===== config.mk =====
export PLATFORM = sky130hd
export DESIGN_NAME = otter_cu_fsm_mc
export DESIGN_NICKNAME = d
export VERILOG_FILES = /design/src/rtl/otter_pkg.sv /design/src/rtl/otter_cu_fsm_mc_crypt_counter.sv /design/src/rtl/otter_cu_fsm_mc.sv
export SDC_FILE = /design/constraint.sdc
export NUM_CORES = 1
export LEC_CHECK = 0
export ABC_AREA = 1
export CORE_ASPECT_RATIO = 0.9
export CORE_MARGIN = 2
export CORE_UTILIZATION = 40
export CTS_BUF_LIST = sky130_fd_sc_hd__clkbuf_16
export DETAILED_ROUTE_END_ITERATION = 8
export PLACE_DENSITY_LB_ADDON = 0.25
export SETUP_SLACK_MARGIN = 0.3
export SYNTH_ARGS = -nofsm -noshare
export SYNTH_HDL_FRONTEND = slang
export SYNTH_SLANG_ARGS = --single-unit

===== constraint.sdc =====
create_clock -name CU_CLK -period 3 [get_ports CU_CLK]
set_input_delay 0.6 -clock CU_CLK [delete_from_list [all_inputs] [get_ports CU_CLK]]
set_output_delay 0.6 -clock CU_CLK [all_outputs]
set_load 0.01 [all_outputs]

===== src/rtl/otter_pkg.sv =====
// Shared OTTER definitions: opcodes, SYSTEM func3 codes, MRET encoding.
package otter_pkg;

    typedef enum logic [6:0] {
        OP_LUI    = 7'b0110111,
        OP_AUIPC  = 7'b0010111,
        OP_JAL    = 7'b1101111,
        OP_JALR   = 7'b1100111,
        OP_BRANCH = 7'b1100011,
        OP_LOAD   = 7'b0000011,
        OP_STORE  = 7'b0100011,
        OP_IMM    = 7'b0010011,
        OP_REG    = 7'b0110011,
        OP_SYSTEM = 7'b1110011,
        OP_ENCRY  = 7'b0011100
    } opcode_t;

    typedef enum logic [2:0] {
        F3_TRAP  = 3'b000,
        F3_CSRRW = 3'b001,
        F3_CSRRS = 3'b010,
        F3_CSRRC = 3'b011
    } funct3_system_t;

    localparam logic [11:0] FUNC12_MRET = 12'h302;

    // True for every opcode the control unit knows how to sequence.
    function automatic logic op_legal(input logic [6:0] op);
        case (op)
            OP_LUI, OP_AUIPC, OP_JAL, OP_JALR, OP_BRANCH, OP_LOAD,
            OP_STORE, OP_IMM, OP_REG, OP_SYSTEM, OP_ENCRY: op_legal = 1'b1;
            default:                                       op_legal = 1'b0;
        endcase
    endfunction

endpackage


===== src/rtl/otter_cu_fsm_mc_crypt_counter.sv =====
// ENCRY execute-cycle counter: loaded on entry to CRYPT, cleared at its last cycle.
module cu_crypt_counter #(
    parameter int CRYPT_CYCLES = 4,
    parameter int CNT_W        = $clog2(CRYPT_CYCLES + 1)
) (
    input  logic             clk,
    input  logic             resetn,
    input  logic             load,
    input  logic             advance,
    output logic [CNT_W-1:0] count,
    output logic             last
);

    localparam logic [CNT_W-1:0] LAST_IDX = CNT_W'(CRYPT_CYCLES - 1);
    localparam logic [CNT_W-1:0] ONE      = CNT_W'(1);

    assign last = (count == LAST_IDX);

    // EXEC already used index 0, so CRYPT starts at 1 and wraps to 0 on exit.
    always_ff @(posedge clk) begin
        if (!resetn)
            count <= '0;
        else if (load)
            count <= ONE;
        else if (advance)
            count <= last ? '0 : count + ONE;
    end

endmodule


===== src/rtl/otter_cu_fsm_mc.sv =====
// Multicycle OTTER control FSM: fetch, execute, ENCRY, writeback, interrupt entry.
module otter_cu_fsm_mc
    import otter_pkg::*;
#(
    parameter int CRYPT_CYCLES  = 4,
    parameter int CNT_W         = $clog2(CRYPT_CYCLES + 1),
    parameter bit MEM_HANDSHAKE = 1'b1
) (
    input  logic             CU_CLK,
    input  logic             CU_RESETN,
    input  logic             CU_INT,
    input  logic             CU_prevINT,
    input  logic             CU_MEM_READY,
    input  logic [6:0]       CU_OPCODE,
    input  logic [2:0]       CU_FUNC3,
    input  logic [11:0]      CU_FUNC12,
    output logic             CU_PCWRITE,
    output logic             CU_REGWRITE,
    output logic             CU_MEMWRITE,
    output logic             CU_MEMREAD1,
    output logic             CU_MEMREAD2,
    output logic             CU_intTaken,
    output logic             CU_csrWrite,
    output logic             CU_intCLR,
    output logic             CU_ILLEGAL,
    output logic             crypto_start,
    output logic             crypto_busy,
    output logic [CNT_W-1:0] crypto_count
);

    typedef enum logic [2:0] {
        ST_FETCH, ST_EXEC, ST_CRYPT, ST_WB, ST_INTER
    } cu_state_t;

    localparam bit SINGLE_CRYPT = (CRYPT_CYCLES == 1);

    cu_state_t        state, next_state;
    logic [CNT_W-1:0] cnt;
    logic             cnt_last, cnt_load, cnt_adv;
    logic             ready, int_pend, complete;
    logic             is_load, is_store, is_encry, is_branch, is_system;
    logic             is_mret, is_legal, writes_rd;

    assign ready     = MEM_HANDSHAKE ? CU_MEM_READY : 1'b1;
    assign int_pend  = CU_INT | CU_prevINT;

    assign is_load   = (CU_OPCODE == OP_LOAD);
    assign is_store  = (CU_OPCODE == OP_STORE);
    assign is_encry  = (CU_OPCODE == OP_ENCRY);
    assign is_branch = (CU_OPCODE == OP_BRANCH);
    assign is_system = (CU_OPCODE == OP_SYSTEM);
    assign is_mret   = is_system && (CU_FUNC3 == F3_TRAP) && (CU_FUNC12 == FUNC12_MRET);
    assign is_legal  = op_legal(CU_OPCODE);
    assign writes_rd = is_legal && !is_branch && !is_store && !is_mret;

    // Counter is gated by reset through its own sync clear, so an abort leaves it at 0.
    assign cnt_load = CU_RESETN && (state == ST_EXEC) && is_encry && !SINGLE_CRYPT;
    assign cnt_adv  = CU_RESETN && (state == ST_CRYPT);

    cu_crypt_counter #(
        .CRYPT_CYCLES (CRYPT_CYCLES),
        .CNT_W        (CNT_W)
    ) u_crypt_counter (
        .clk     (CU_CLK),
        .resetn  (CU_RESETN),
        .load    (cnt_load),
        .advance (cnt_adv),
        .count   (cnt),
        .last    (cnt_last)
    );

    // Completion cycle: the one cycle per instruction that writes PC and may take an interrupt.
    always_comb begin
        complete = 1'b0;
        case (state)
            ST_EXEC: begin
                if (is_load)       complete = 1'b0;
                else if (is_store) complete = ready;
                else if (is_encry) complete = SINGLE_CRYPT;
                else               complete = 1'b1;
            end
            ST_CRYPT: complete = cnt_last;
            ST_WB:    complete = 1'b1;
            default:  complete = 1'b0;
        endcase
    end

    // State register.
    always_ff @(posedge CU_CLK) begin
        if (!CU_RESETN)
            state <= ST_FETCH;
        else
            state <= next_state;
    end

    // Next-state logic; interrupts are only considered on completion cycles.
    always_comb begin
        next_state = state;
        case (state)
            ST_FETCH: if (ready) next_state = ST_EXEC;
            ST_EXEC: begin
                if (is_load) begin
                    if (ready) next_state = ST_WB;
                end else if (is_encry && !SINGLE_CRYPT) begin
                    next_state = ST_CRYPT;
                end else if (complete) begin
                    next_state = int_pend ? ST_INTER : ST_FETCH;
                end
            end
            ST_CRYPT: if (complete) next_state = int_pend ? ST_INTER : ST_FETCH;
            ST_WB:    next_state = int_pend ? ST_INTER : ST_FETCH;
            ST_INTER: next_state = ST_FETCH;
            default:  next_state = ST_FETCH;
        endcase
    end

    // Output decode; everything is held at 0 while reset is asserted.
    always_comb begin
        CU_PCWRITE   = 1'b0;
        CU_REGWRITE  = 1'b0;
        CU_MEMWRITE  = 1'b0;
        CU_MEMREAD1  = 1'b0;
        CU_MEMREAD2  = 1'b0;
        CU_intTaken  = 1'b0;
        CU_csrWrite  = 1'b0;
        CU_intCLR    = 1'b0;
        CU_ILLEGAL   = 1'b0;
        crypto_start = 1'b0;
        crypto_busy  = 1'b0;
        crypto_count = '0;
        if (CU_RESETN) begin
            crypto_count = cnt;
            CU_PCWRITE   = complete || (state == ST_INTER);
            CU_intCLR    = complete || (state == ST_INTER);
            CU_REGWRITE  = complete && writes_rd;
            case (state)
                ST_FETCH: CU_MEMREAD1 = 1'b1;
                ST_EXEC: begin
                    CU_MEMREAD2  = is_load;
                    CU_MEMWRITE  = is_store;
                    crypto_start = is_encry;
                    crypto_busy  = is_encry;
                    CU_ILLEGAL   = !is_legal;
                    CU_csrWrite  = is_system && (CU_FUNC3 == F3_CSRRW);
                end
                ST_CRYPT: crypto_busy = 1'b1;
                ST_INTER: CU_intTaken = 1'b1;
                default: ;
            endcase
        end
    end

endmodule

==> impl_metrics.json, run 1 <==
{
  "outcome": "finished, final reports clean",
  "grt_max_degree": 8,
  "max_freq_ghz": 0.388,
  "p_comb_share_pct": 27.1,
  "syn_avg_cell_area_sq_um": 5.75,
  "syn_area_sq_um": 689,
  "post_route_cells_drive_above_1_share_pct": 27.2,
  "timing.rr.start": "u_crypt_counter.count[0]",
  "crit_family": "buffers and inverters",
  "critical_path.max_stage_delay_ns": 0.58,
  "start_kind": "primary input",
  "cp-end-kind": "output pin",
  "dieHeight_um": 43.4,
  "slowest_stage": "clkdlybuf4s50_1",
  "seqPwrFrac_pct": 20.9,
  "die_w_um": 47.8,
  "max-slew-margin-rel_pct": 70.7,
  "viasPerCell": 4.90,
  "synth_top_cells_by_count": "nand2_1, inv_1, nor2_1",
  "finalHoldViolations": 0,
  "synthTopCellsByArea": "dfxtp_1, nand2_1, inv_1, nor2_2, nor2_1",
  "holdBufCountCts": 0,
  "design_area_sq_um": 1290,
  "hold_path_class": "flip-flop to flip-flop",
  "rrSetupSlack_ns": 1.46,
  "routedWlPerCell_um": 11.1,
  "post-route-min-period_ns": 2.58,
  "final_antenna_net_count": 0,
  "h-tree-depth": 1,
  "coreArea_sq_um": 1650,
  "initial_utilization_pct": 41.9,
  "clock-sinks": 6,
  "grt.overflow.total": 0,
  "ys_seq_area_share_pct": 17.4,
  "antenna_found_initial": 0,
  "grt_setup_unrepaired": "false",
  "p_clk_share_pct": 52.0,
  "grt_pass1_vias": 895,
  "reg2reg_depth": 9,
  "ys.flop_type": "dfxtp_1",
  "dieArea_sq_um": 2070,
  "synth_warnings": 0,
  "r2r-end": "state[0]",
  "drt_iter0_drc": 23,
  "nets": 203,
  "min_to": "u_crypt_counter.count[2]",
  "cts-root-buf": "clkbuf_16",
  "clk_latency_ns": 0.23,
  "vias": 965,
  "leakage_nw": 0.673,
  "p_per_area_nw_per_um2": 318,
  "skew_ns": 0.00299,
  "synth_fp_nets": 148,
  "final.period_utilization_pct": 86.0,
  "critical_path_class": "primary input to output pin",
  "cts_inserted_buffers": 3,
  "tritoncts": "done",
  "maxCapViolations": 0,
  "placedCellCount": 193,
  "cp_common_cell": "clkdlybuf4s50_1",
  "synth_top_area_share_pct": 17.4,
  "yosysMostFrequentCell": "nand2_1",
  "async_flop_share_pct": 0,
  "areaGrowthSynthToFinish_pct": 87.5,
  "hold_path_depth": 2,
  "n_antenna_cell": 0,
  "cp_data_required_time_ns": 2.40,
  "tns_ns": 0,
  "cp_max_fo": 7,
  "yosys.area.top_type": "dfxtp_1",
  "setup-violations-final": 0,
  "power.switching_w": 0.0000998,
  "rows": 14,
  "ios": 41,
  "synth_edf_count": 0,
  "intPower_w": 0.000311,
  "synth-seq-cells": 6,
  "place_congestion": 0.875,
  "syn_inst": 120,
  "finalPower_w": 0.000411,
  "worstPathArrival_ns": 1.98,
  "clockBufferDepth": 2,
  "grt_usage_pct": 23.0,
  "min_from": "u_crypt_counter.count[2]",
  "slew_violations": 0,
  "final_cells": 197,
  "place_area_sq_um": 1190,
  "swShare_pct": 24.3,
  "tightest_slew_ns": 0.435,
  "grt_pass1_wl_um": 3500,
  "dr.pass1.iters": 4,
  "path_cells": "clkdlybuf4s50_1 -> inv_2 -> nor4_1 -> clkdlybuf4s50_1",
  "io_buffer_count": 40,
  "synth_cell_type_count": 26,
  "cp_num_buf_inv": 3,
  "route.detailed.drc": 0,
  "clk_transition_reported_paths_ns": 0.03,
  "dp_hpwl_um": 1730,
  "wl_um": 2190,
  "ir_worst_vdd_v": 0.000636
}
flip-flops by register name, summed over array words and instances, names as in the netlist:
name and cells:
u_crypt_counter.count 3, state 3
worst max-delay path by stage:
stage                       from          end  slack, ns  cells past startpoint
finish                 CU_RESETN  CU_MEMREAD1       0.42                      4
global route           CU_RESETN  CU_MEMREAD1       0.31                      4
CTS                 CU_OPCODE[4]  CU_REGWRITE       0.21                      7
detailed placement  CU_OPCODE[6]  CU_REGWRITE      -0.18                      7
global placement    CU_OPCODE[6]  CU_REGWRITE      -0.12                      7
floorplan           CU_OPCODE[2]    CU_intCLR       0.83                     11
power groups by stage:
stage	Clock, W	Combinational (W)	Sequential, W
after floorplan	0	0.0000448	0.0000861
after global placement	0	0.000108	0.0000868
after detailed placement	0	0.000110	0.0000871
after CTS	0.000217	0.000109	0.0000860
after global routing	0.000224	0.000121	0.0000865
final	0.000213	0.000111	0.0000860
worst register-to-register path, cell delays in order (launching register included):
cell	delay, ns
dfxtp_1	0.32
ha_1	0.22
inv_1	0.05
nor2_1	0.05
o21ai_0	0.37
nand2_2	0.11
buf_4	0.16
nor2_1	0.08
o21ai_1	0.07
nand2_1	0.06
final cells by class:
cell class	instances	area [sq um]
flip-flops and latches	6	120
multi-input cells	91	514
inverters	22	82.6
well taps	24	30.0
fillers	134	354
clock buffers	3	75.1
repair buffers	51	470
cell families after synthesis:
logic type	Yosys count	synth area share, %
compound gates	13	12.0
fa+ha+maj	1	1.81
buf+inv	23	13.1
flops	6	17.4
simple gates	77	55.7
per-layer routing:
metal	track usage [%]	wire, um	vias up
met5	0	0	-
met4	1.08	0	0
met3	8.75	137	0
met2	40.0	1130	32
met1	27.8	922	440
li1	-	-	493
layout by cell type, fill, tap and decap left out:
master            n
a211oi_1          2
a21oi_1           2
a21oi_2           1
buf_2             2
buf_4            11
clkbuf_16         3
clkbuf_2          1
clkdlybuf4s50_1  24
dfxtp_1           6
dlygate4sd2_1     8
dlymetal6s2s_1    5
ha_1              1
inv_1            17
inv_2             5
nand2_1          27
nand2_2           6
nand2_4           2
nand3_1           6
nand3_2           1
nand4_1           1
nor2_1           14
nor2_2           10
nor2_4            1
nor3_1            2
nor3_2            1
nor3b_1           1
nor3b_2           1
nor4_1            3
nor4_4            1
o211ai_1          1
o21ai_0           4
o21ai_1           1
o311ai_0          1
o31ai_2           1
per-stage QoR:
stage          setup slack (ns)  hold slack [ns]  util [%]
4_1_cts                   0.208            0.475      77.0
3_3_place_gp             -0.120            0.456      72.1
3_5_place_dp             -0.176            0.471      72.1
6_report                  0.420            0.475      78.5
5_1_grt                   0.306            0.492      78.5
2_1_floorplan             0.826            0.446         -
timing repair:
action	4_1_cts	5_1_grt
setup endpoints to repair	9	4
pin swaps	2	1
gates resized for setup	21	10
setup buffers	1	0
cloned	0	0
Power figures use the tool's default switching activity.
==> inputs of run 2 (changes only) <==
Settings changed: CORE_ASPECT_RATIO 0.9 to unset.
==> impl_metrics.json, run 2 (same netlist as run 1, synthesis figures left out) <==
{
  "final.period_utilization_pct": 84.5,
  "grt_usage_pct": 26.3,
  "drt_iter0_drc": 27,
  "intPower_w": 0.000311,
  "coreArea_sq_um": 1560,
  "die_w_um": 45.5,
  "hold_path_class": "flip-flop to flip-flop",
  "outcome": "finished, final reports clean",
  "ios": 41,
  "p_comb_share_pct": 27.2,
  "pre_cts_ws_ns": -0.0967,
  "dr.pass1.iters": 4,
  "io_buffer_count": 40,
  "rows": 14,
  "p_per_area_nw_per_um2": 317,
  "final_cell_mix": "nand2_1, clkdlybuf4s50_1, inv_1",
  "maxCapViolations": 0,
  "cp-end-kind": "output pin",
  "post_route_cells_drive_above_1_share_pct": 28.2,
  "multi_input_area_sq_um": 503,
  "cts-root-buf": "clkbuf_16",
  "dieHeight_um": 45.5,
  "cp_data_required_time_ns": 2.40,
  "start_kind": "primary input",
  "routedWlPerCell_um": 12.3,
  "place_congestion": 0.940,
  "power.switching_w": 0.0000990,
  "n_fill_cell": 107,
  "dp_hpwl_um": 1710,
  "areaGrowthSynthToFinish_pct": 87.7,
  "viasPerCell": 5.22,
  "seqPwrFrac_pct": 21.0,
  "post-route-min-period_ns": 2.54,
  "final_antenna_net_count": 0,
  "route.detailed.drc": 0,
  "grt_setup_unrepaired": "false",
  "critical_path_class": "primary input to output pin",
  "grt_max_degree": 8,
  "max_freq_ghz": 0.394,
  "cts_inserted_buffers": 3,
  "dieArea_sq_um": 2070,
  "leakage_nw": 0.674,
  "hold_ws_ns": 0.477,
  "clk_transition_reported_paths_ns": 0.03,
  "finalHoldViolations": 0,
  "grt.overflow.total": 0,
  "reg.largest.list": "state: 3 flops, u_crypt_counter.count: 3 flops",
  "n_antenna_cell": 0,
  "skew_ns": 0.00196,
  "finalPower_w": 0.000410,
  "swShare_pct": 24.1,
  "tritoncts": "done",
  "worst_slack_ns": 0.464,
  "grt_pass1_vias": 1015,
  "ff_latch_area_sq_um": 120,
  "h-tree-depth": 1,
  "slew_violations": 0,
  "antenna_found_initial": 0,
  "grt_pass1_wl_um": 3930,
  "design_area_sq_um": 1290,
  "initial_utilization_pct": 44.2,
  "clk_latency_ns": 0.23,
  "p_clk_share_pct": 51.8,
  "nets": 207,
  "clockBufferDepth": 2,
  "place_area_sq_um": 1170,
  "vias": 1008,
  "clock-sinks": 6,
  "final_common_cell": "nand2_1",
  "cp_max_fo": 7,
  "setup-violations-final": 0,
  "holdBufCountCts": 0,
  "worstPathArrival_ns": 1.94,
  "tightest_slew_ns": 0.444,
  "tns_ns": 0,
  "ir_worst_vdd_v": 0.000410,
  "max-slew-margin-rel_pct": 70.1,
  "wl_um": 2380
}
## run 2: timing repair
| action | 4_1_cts | 5_1_grt |
|---|---|---|
| endpoints found under the hold margin | 0 | 0 |
| endpoints found under the setup margin | 9 | 6 |
| gates resized for setup | 24 | 7 |
| pin swaps | 2 | 4 |
| buffers inserted | 5 | 1 |
## run 2: final cells by class
type	count	share of cell area, %
clock buffer	3	5.80
inverter	22	6.38
multi-input combinational	91	38.9
sequential	6	9.28
tap	16	1.55
timing repair buffer	55	38.1
## run 2: worst paths after layout
check	endpoint	startpoint	slack, ns	cells after the start
worst min register to register	u_crypt_counter.count[2]	u_crypt_counter.count[2]	0.48	2
worst max register to register	state[0]	u_crypt_counter.count[0]	1.43	9
worst max-delay path	CU_MEMREAD1	CU_RESETN	0.46	4
worst min-delay path	u_crypt_counter.count[2]	u_crypt_counter.count[2]	0.48	2
## run 2: power groups by stage
| stage | clock [W] | sequential [W] | combinational [W] |
|---|---|---|---|
| after floorplan | 0 | 0.0000861 | 0.0000448 |
| after global placement | 0 | 0.0000868 | 0.000107 |
| after CTS | 0.000218 | 0.0000859 | 0.000108 |
| after global routing | 0.000223 | 0.0000863 | 0.000121 |
| final | 0.000213 | 0.0000861 | 0.000112 |
| after detailed placement | 0 | 0.0000871 | 0.000110 |
## run 2: per-stage QoR
step / util, % / std cells
after floorplan: - / 120
after global placement: 75.0 / 184
after detailed placement: 75.0 / 184
after CTS: 81.9 / 192
after global routing: 83.0 / 193
final: 83.0 / 193
## run 2: metal layers
metal	share of wire [%]	GRT usage, %	up-vias
li1	-	-	503
met1	40	27.0	461
met2	53	49.9	38
met3	5.1	7.94	6
met4	2.5	7.65	0
met5	0	0	-
## run 2: critical path, stage by stage
cell and delay [ns]:
clkdlybuf4s50_1 0.49, inv_2 0.09, nor4_1 0.17, clkdlybuf4s50_1 0.58
==> inputs of run 3 (changes only) <==
Settings changed: CORE_ASPECT_RATIO set to 0.7, CORE_UTILIZATION 40 to 33.
Clock period 3 ns to 2.1 ns, I/O delays scaled along.
==> impl_metrics.json, run 3 (same netlist as run 1, synthesis figures left out) <==
{
  "final_cell_mix": "buf_4, nand2_1, dlygate4sd2_1",
  "finalCoreUtilization_pct": 80.2,
  "hold_path_class": "flip-flop to flip-flop",
  "max-slew-margin-rel_pct": 76.0,
  "critical_path_class": "flip-flop to output pin",
  "reg.largest.list": "state: 3 flops, u_crypt_counter.count: 3 flops",
  "finalHoldViolations": 0,
  "die_w_um": 58.6,
  "nets": 226,
  "areaGrowthSynthToFinish_pct": 123,
  "route.detailed.drc": 1,
  "p_per_area_nw_per_um2": 417,
  "maxCapViolations": 0,
  "initial_utilization_pct": 35.9,
  "final_antenna_net_count": 0,
  "worstPathArrival_ns": 1.49,
  "clk_transition_reported_paths_ns": 0.04,
  "start_kind": "flip-flop",
  "final.period_utilization_pct": 91.0,
  "tritoncts": "done",
  "dieArea_sq_um": 2480,
  "cts_inserted_buffers": 3,
  "ir_worst_vdd_v": 0.000686,
  "cp-end-kind": "output pin",
  "grt_setup_unrepaired": "true",
  "hold_ws_ns": 0.587,
  "min_to": "u_crypt_counter.count[2]",
  "hold_path_depth": 3,
  "post-route-min-period_ns": 1.91,
  "clk_latency_ns": 0.23,
  "grt.overflow.total": 0,
  "dp_hpwl_um": 2030,
  "coreArea_sq_um": 1920,
  "skew_ns": 0.00287,
  "rrSetupSlack_ns": 0.63,
  "ios": 41,
  "critical_path.max_stage_delay_ns": 0.35,
  "cp_data_required_time_ns": 1.68,
  "slew_violations": 0,
  "timing.rr.start": "state[2]",
  "design_area_sq_um": 1540,
  "clock-sinks": 6,
  "outcome": "finished, violations left",
  "min_from": "u_crypt_counter.count[2]",
  "io_buffer_count": 40,
  "holdBufCountCts": 0,
  "path_cells": "ha_4 -> inv_1 -> nor2_2 -> o21ai_2 -> nand2_2 -> nand2_2 -> nor3_2 -> buf_2",
  "reg2reg_depth": 11,
  "routedWlPerCell_um": 15.0,
  "tightest_slew_ns": 0.355,
  "antenna_found_initial": 0,
  "grt_max_degree": 7,
  "drt_iter0_drc": 62,
  "h-tree-depth": 1,
  "tns_ns": 0,
  "grt_pass1_vias": 1135,
  "cp_max_fo": 2,
  "cts-root-buf": "clkbuf_16",
  "post_route_cells_drive_above_1_share_pct": 55.6,
  "final_common_cell": "buf_4",
  "setup-violations-final": 0,
  "dieHeight_um": 42.2,
  "max_freq_ghz": 0.523,
  "dr.pass1.iters": 6,
  "n_antenna_cell": 0,
  "viasPerCell": 5.23,
  "place_congestion": 0.823,
  "vias": 1140,
  "grt_usage_pct": 26.1,
  "grt_pass1_wl_um": 4950,
  "wl_um": 3260,
  "place_area_sq_um": 1280,
  "n_fill_cell": 134,
  "rows": 13,
  "violations": "design-rule violations",
  "clockBufferDepth": 2,
  "r2r-end": "state[1]",
  "slowest_stage": "dfxtp_2",
  "finalPower_w": 0.000643,
  "leakage_nw": 0.801,
  "cp_common_cell": "nand2_2"
}
run 3: cell count changes in the layout (fill, tap and decap cells not counted), sizes merged:
cell	previous run	this run
clkbuf	4	3
dlymetal6s2s	3	2
buf	17	51
dlygate4sd2	10	16
clkdlybuf4s15	0	1
clkdlybuf4s50	24	4
run 3: repair_timing:
| item | CTS | global route |
|---|---|---|
| pin swaps | 24 | 9 |
| setup buffers | 9 | 2 |
| gates resized for setup | 139 | 10 |
| endpoints found under the setup margin | 15 | 5 |
run 3: layout make-up:
type | instances | area (sq um) | area share [%]
Clock buffer | 3 | 75.1 | 4.87
Sequential cell | 6 | 124 | 8.04
Tap cell | 22 | 27.5 | 1.79
Multi-Input combinational cell | 91 | 622 | 40.4
Timing Repair Buffer | 74 | 599 | 38.9
Inverter | 22 | 92.6 | 6.01
run 3: critical path, delay by kind of cell (launching register included):
kind	cells	cell delay, ns
simple gates	4	0.47
fa+ha+maj	1	0.14
flops	1	0.35
buf+inv	2	0.19
compound gates	1	0.10
run 3: through the flow:
step	setup WS, ns	std cells
2_1_floorplan	0.370	120
3_3_place_gp	-0.671	204
3_5_place_dp	-0.651	204
4_1_cts	0.246	216
5_1_grt	0.136	218
6_report	0.189	218
run 3: routing by layer:
| metal | global-route usage, % | vias to the layer above | part of all wire (%) |
|---|---|---|---|
| li1 | - | 541 | - |
| met1 | 33.5 | 528 | 43 |
| met2 | 44.5 | 61 | 48 |
| met3 | 6.17 | 10 | 7.3 |
| met4 | 5.00 | 0 | 2.2 |
| met5 | 0 | - | 0 |
run 3: how the worst max path moves through the flow:
stage / from / endpoint
floorplan: CU_OPCODE[2] / CU_intCLR
global placement: CU_OPCODE[6] / CU_REGWRITE
detailed placement: CU_OPCODE[5] / CU_PCWRITE
CTS: CU_OPCODE[2] / CU_REGWRITE
finish: u_crypt_counter.count[0] / CU_REGWRITE
global route: CU_OPCODE[6] / CU_REGWRITE
run 3: report_power, final:
group,switching (W),leakage (nW),internal (W)
combinational,0.000103,0.714,0.0000996
sequential,0.00000593,0.0500,0.000119
clock,0.0000704,0.0370,0.000245
